### src/rtl/dmem_lsu.sv
// Load/store unit bridging the core memory stage to a byte-addressed data memory (sync read, sync write).
// Optional DMEM_LSU_STATS_EN adds saturating load/store/error response counters.
//
// state  | meaning
// IDLE   | ready, no request in flight
// LOAD   | memory returns the word sampled at the accept edge
// STORE  | word write strobe asserted, commits at the next edge
// RMW_RD | old word returned, merged with the store byte
// RMW_WR | merged word write strobe asserted
// RESP   | one-cycle response; a new request may be accepted here
module dmem_lsu #(
  parameter int WORD_WIDTH = 16,
  parameter int ADDR_WIDTH = 12
) (
  input  logic                  clock,
  input  logic                  reset_n,
  input  logic                  in_req_valid,
  output logic                  out_req_ready,
  input  logic                  in_req_write,
  input  logic                  in_req_byte,
  input  logic                  in_req_signed,
  input  logic [ADDR_WIDTH-1:0] in_req_addr,
  input  logic [WORD_WIDTH-1:0] in_req_wdata,
  output logic                  out_rsp_valid,
  output logic [WORD_WIDTH-1:0] out_rsp_rdata,
  output logic                  out_rsp_err,
  output logic [ADDR_WIDTH-1:0] out_mem_addr_rd,
  output logic [ADDR_WIDTH-1:0] out_mem_addr_wr,
  output logic [WORD_WIDTH-1:0] out_mem_word,
  output logic                  out_mem_write_en,
  input  logic [WORD_WIDTH-1:0] in_mem_word
`ifdef DMEM_LSU_STATS_EN
  ,
  output logic [15:0]           out_stat_loads,
  output logic [15:0]           out_stat_stores,
  output logic [15:0]           out_stat_errs
`endif
);

  typedef enum logic [2:0] {IDLE, LOAD, STORE, RMW_RD, RMW_WR, RESP} state_t;

  state_t                  state;
  logic [ADDR_WIDTH-1:0]   addr_q;
  logic [7:0]              wbyte_q;
  logic                    byte_q;
  logic                    signed_q;
  logic                    write_q;
  logic                    misaligned;
  logic [7:0]              lane;
  logic [WORD_WIDTH-1:0]   load_data;
  logic [WORD_WIDTH-1:0]   merge_data;

  assign out_req_ready   = (state == IDLE) || (state == RESP);
  // Memory samples the read address at the accept edge, so it must bypass the request register.
  assign out_mem_addr_rd = out_req_ready ? in_req_addr : addr_q;
  assign misaligned      = !in_req_byte && in_req_addr[0];

  assign lane       = addr_q[0] ? in_mem_word[15:8] : in_mem_word[7:0];
  assign load_data  = byte_q ? {{8{signed_q & lane[7]}}, lane} : in_mem_word;
  assign merge_data = addr_q[0] ? {wbyte_q, in_mem_word[7:0]} : {in_mem_word[15:8], wbyte_q};

  always_ff @(posedge clock or negedge reset_n) begin
    if (!reset_n) begin
      state            <= IDLE;
      addr_q           <= '0;
      wbyte_q          <= '0;
      byte_q           <= 1'b0;
      signed_q         <= 1'b0;
      write_q          <= 1'b0;
      out_rsp_valid    <= 1'b0;
      out_rsp_err      <= 1'b0;
      out_rsp_rdata    <= '0;
      out_mem_write_en <= 1'b0;
      out_mem_word     <= '0;
      out_mem_addr_wr  <= '0;
    end else begin
      out_rsp_valid    <= 1'b0;
      out_rsp_err      <= 1'b0;
      out_rsp_rdata    <= '0;
      out_mem_write_en <= 1'b0;
      case (state)
        IDLE, RESP: begin
          if (in_req_valid) begin
            addr_q   <= in_req_addr;
            wbyte_q  <= in_req_wdata[7:0];
            byte_q   <= in_req_byte;
            signed_q <= in_req_signed;
            write_q  <= in_req_write;
            if (misaligned) begin
              state         <= RESP;
              out_rsp_valid <= 1'b1;
              out_rsp_err   <= 1'b1;
            end else if (!in_req_write) begin
              state <= LOAD;
            end else if (in_req_byte) begin
              state <= RMW_RD;
            end else begin
              state            <= STORE;
              out_mem_write_en <= 1'b1;
              out_mem_addr_wr  <= in_req_addr;
              out_mem_word     <= in_req_wdata;
            end
          end else begin
            state <= IDLE;
          end
        end
        LOAD: begin
          state         <= RESP;
          out_rsp_valid <= 1'b1;
          out_rsp_rdata <= load_data;
        end
        STORE: begin
          state         <= RESP;
          out_rsp_valid <= 1'b1;
        end
        RMW_RD: begin
          state            <= RMW_WR;
          out_mem_write_en <= 1'b1;
          out_mem_addr_wr  <= addr_q;
          out_mem_word     <= merge_data;
        end
        RMW_WR: begin
          state         <= RESP;
          out_rsp_valid <= 1'b1;
        end
        default: state <= IDLE;
      endcase
    end
  end

`ifdef DMEM_LSU_STATS_EN
  // Counted while the response is presented; write_q still describes that response here.
  always_ff @(posedge clock or negedge reset_n) begin
    if (!reset_n) begin
      out_stat_loads  <= '0;
      out_stat_stores <= '0;
      out_stat_errs   <= '0;
    end else if (out_rsp_valid) begin
      if (out_rsp_err) begin
        if (out_stat_errs != 16'hFFFF) out_stat_errs <= out_stat_errs + 16'd1;
      end else if (write_q) begin
        if (out_stat_stores != 16'hFFFF) out_stat_stores <= out_stat_stores + 16'd1;
      end else begin
        if (out_stat_loads != 16'hFFFF) out_stat_loads <= out_stat_loads + 16'd1;
      end
    end
  end
`endif

endmodule

### config.mk
export PLATFORM = sky130hd
export DESIGN_NAME = dmem_lsu
export DESIGN_NICKNAME = d
export VERILOG_FILES = /design/src/rtl/dmem_lsu.sv
export SDC_FILE = /design/constraint.sdc
export NUM_CORES = 1
export LEC_CHECK = 0
export BUFFER_PORTS_ARGS = -buffer_cell sky130_fd_sc_hd__buf_2
export CAP_MARGIN = 20
export CORE_ASPECT_RATIO = 1.4
export CORE_UTILIZATION = 51
export DETAILED_ROUTE_END_ITERATION = 12
export PLACE_DENSITY = 0.8
export REMOVE_ABC_BUFFERS = 1
export SLEW_MARGIN = 20
export SYNTH_ARGS = -nofsm -noshare
export SYNTH_HDL_FRONTEND = slang
export SYNTH_SLANG_ARGS = --single-unit
### constraint.sdc
create_clock -name clock -period 1.85 [get_ports clock]
set_input_delay 0.0925 -clock clock [delete_from_list [all_inputs] [get_ports clock]]
set_output_delay 0.0925 -clock clock [all_outputs]
set_load 0.02 [all_outputs]
==> flow_metrics.py <==
metrics = {
    "timing": {
        "fmax_mhz": 527,
        "timing.final.crit_share": 1.03,
        "period_needed_ns": 1.90,
        "holdWs_ns": 0.0111,
        "hold_viol_final": 0,
        "skew_ns": 0.0144,
        "setup_viol": 11,
        "slew_violations": 0,
        "tightestPinTransition_ns": 0.584,
        "slew_headroom": 0.610,
        "timing.final.ws_setup_ns": -0.0474,
        "rsz0062_at_grt": "true",
    },
    "detailed_routing": {
        "wl_met2_um": 5340,
        "post_drt_wl_per_cell_um": 17.7,
        "antenna_left": 0,
        "avgViaCountPerCell": 5.73,
        "top_layer_used": "met4",
        "wl_met3_um": 532,
        "wl_met1_um": 3750,
        "drtIter0Drc": 274,
        "drt_pass1_iterations": 5,
        "drc": 0,
        "num_vias": 3217,
        "wirelength_um": 9910,
    },
    "worst_setup_path": {
        "worst-path-buf-inv": 2,
        "r2r_setup_slack_ns": 0.09,
        "path_class": "register to output pin",
        "crit_family": "flip-flops",
        "required_ns": 1.76,
        "worstSetupEndpointType": "output pin",
        "crit_chain": "xor2_4, nor2_4, buf_8, mux2_4, buf_6",
        "worstPathMaxFanout": 6,
        "cp_slowest_cell": "dfrtp_2",
        "worst_ep_arrival_time_ns": 1.80,
        "startpoint_type": "register",
        "cpPeakStageDelay_ns": 0.45,
    },
    "finish": {
        "postLayoutCoreUtil": 0.740,
        "final_nets": 514,
        "fill_cells": 487,
        "n_antenna_cell": 0,
        "synthToLayoutAreaGrowth_pct": 37.9,
        "drive_above_1_share": 0.422,
    },
    "yosys": {
        "yosys_warnings": 0,
        "synthesis.area_mm2": 0.00357,
        "yosysSeqAreaShare": 0.504,
        "synth_top_area_frac": 0.504,
        "avgSynthCellArea_um2": 11.2,
        "synth_cell_types": 38,
        "yosys-top-cells-area": "dfrtp_1, mux2_2, a311o_1",
        "synth_top_area_cell": "dfrtp_1",
        "ys_ff_latch": 72,
        "netlist_instances": 318,
    },
    "power_and_ir_drop": {
        "p_int_mw": 5.43,
        "clkPwrFrac": 0.136,
        "seqPwrFrac": 0.293,
        "switching_share": 0.420,
        "combPwrFrac": 0.570,
        "leakage_nw": 2.34,
        "netSwitchingPower_mw": 3.93,
        "p_per_area_mw_per_mm2": 1900,
        "ir_drop_mv": 1.60,
    },
    "grt": {
        "overflow": 0,
        "grt_max_degree": 40,
        "grt_pass1_wl_um": 15900,
        "grt_usage": 0.290,
        "antenna_found_initial": 0,
        "grt_pass1_vias": 3216,
    },
    "die": {
        "rows": 35,
        "coreArea_mm2": 0.00666,
        "die_area_mm2": 0.00735,
        "initial_core_util": 0.537,
        "die_w_um": 72.7,
        "io_pins": 110,
        "die_h_um": 101,
    },
    "clock_tree": {
        "cts-root-to-sink-buffers": 2,
        "cts_max_level": 3,
        "clockRootBuffer": "clkbuf_8",
        "clk_latency_ns": 0.36,
        "clock_sinks": 72,
        "cts_tree": "yes",
        "clkTransAtPathRegs_ns": 0.09,
        "cts_inserted_buffers": 9,
    },
    "placed_design": {
        "dp_hpwl_um": 6380,
        "io_buffers": 109,
        "routabilityCongestion": 0.815,
    },
    "hold_path": {
        "hold_class": "input port to register",
    },
    "run_status": {
        "violations": "setup timing",
        "outcome": "finished, violations left",
    },
    "job": {
        "maxCapViolations": 0,
    },
}
==> area by class of cell <==
cell class                      count  area (um2)  area share
Tap cell                           92         115      0.0234
Timing Repair Buffer              165        1160       0.235
Sequential cell                    72        1800       0.366
Inverter                            1        3.75    0.000762
Clock inverter                      7        80.1      0.0163
Clock buffer                        9         124      0.0251
Multi-Input combinational cell    215        1640       0.333
==> cell usage in the layout, fill, tap and decap left out, types with 11 or more instances in the layout <==
cell / instances
a311o_1: 15
nand2_1: 12
mux2_4: 11
nor2_1: 37
a31oi_1: 12
mux2_2: 22
buf_6: 13
buf_2: 97
dlygate4sd3_1: 27
dfrtp_1: 70
mux2i_1: 15
o31ai_1: 12
buf_4: 24
and4_1: 15
nand4_1: 12
==> worst register-to-register path: cells and delay by family (launching register included) <==
kind	cells	cell delay [ns]
DFF	1	0.45
AOI/OAI and AO/OA	1	0.43
xor gates and xnor gates	1	0.31
and+or+nand+nor	1	0.29
buffers and inverters	1	0.17
==> routing by layer <==
metal	vias up	GRT usage
li1	1486	-
met1	1582	0.330
met2	126	0.511
met3	23	0.0530
met4	0	0.154
met5	-	0
==> power by group through the flow <==
| stage | Combinational, mW | Clock (mW) | Sequential, mW |
|---|---|---|---|
| finish | 5.34 | 1.27 | 2.75 |
| global route | 5.68 | 1.36 | 2.84 |
| CTS | 5.20 | 1.30 | 2.74 |
| detailed placement | 4.50 | 0 | 2.78 |
| global placement | 4.41 | 0 | 2.75 |
| floorplan | 2.18 | 0 | 3.39 |
==> Yosys cell counts, drive strengths merged <==
library cell  instances
a211oi                1
a21boi                1
a21o                  1
a21oi                 9
a221oi                1
a22oi                 1
a311o                15
a31o                  1
a31oi                12
and3                  1
and4                 15
buf                  21
clkbuf                9
dfrtp                72
inv                   1
mux2                 34
mux2i                15
nand2                12
nand2b                2
nand3                10
nand3b                2
nand4                12
nor2                 39
nor2b                 3
nor3                  9
nor3b                 1
o21a                  1
o21ai                 1
o31ai                12
or3                   1
or3b                  1
xnor2                 1
xor2                  1
==> through the flow <==
stage	cells	TNS (ns)	cell area, um2	total power [mW]	setup slack, ns
final	561	-0.378	4930	9.36	-0.0474
after detailed placement	513	0	4280	7.29	0.126
after global routing	561	-1.01	4930	9.88	-0.0955
after CTS	561	-0.515	4910	9.24	-0.0598
after global placement	513	0	4280	7.16	0.180
after floorplan	288	-17.65	3400	5.57	-0.504
==> timing repair <==
| action | in CTS | in global routing |
|---|---|---|
| hold buffers | 27 | 0 |
| hold endpoints to repair | 63 | 0 |
| gates resized for setup | 37 | 5 |
| endpoints found under the setup margin | 12 | 12 |
| gates cloned | 1 | 0 |
| pin swaps | 2 | 2 |
| buffers inserted | 4 | 0 |
==> cells by family (layout without fill, tap and decap cells) <==
| group | count (synthesis) | after routing | synth area share |
|---|---|---|---|
| flip-flops | 72 | 72 | 0.504 |
| XOR/XNOR | 2 | 2 | 0.0123 |
| multiplexers | 49 | 49 | 0.149 |
| AND/OR/NAND/NOR | 108 | 108 | 0.166 |
| buffers and inverters | 31 | 182 | 0.0501 |
| AO/OA/AOI/OAI | 56 | 56 | 0.118 |
==> sequential cells by signal (all words and copies together), names as in the netlist <==
signal / count
out_mem_word: 16
out_rsp_rdata: 16
addr_q: 12
out_mem_addr_wr: 12
wbyte_q: 8
state: 3
byte_q: 1
out_mem_write_en: 1
out_rsp_err: 1
out_rsp_valid: 1
signed_q: 1
==> worst paths after layout <==
| kind | start | endpoint | cells past startpoint |
|---|---|---|---|
| min reg2reg | out_mem_addr_wr[0] | out_mem_addr_wr[0] | 1 |
| max | state[2] | out_mem_addr_rd[3] | 5 |
| max reg2reg | state[2] | out_mem_word[0] | 4 |
| max in group asynchronous | reset_n | out_mem_addr_wr[11] | 3 |
| min | in_mem_word[13] | out_rsp_rdata[5] | 3 |
| min in group asynchronous | reset_n | out_mem_word[15] | 2 |
(Power assumes the default switching activity.)
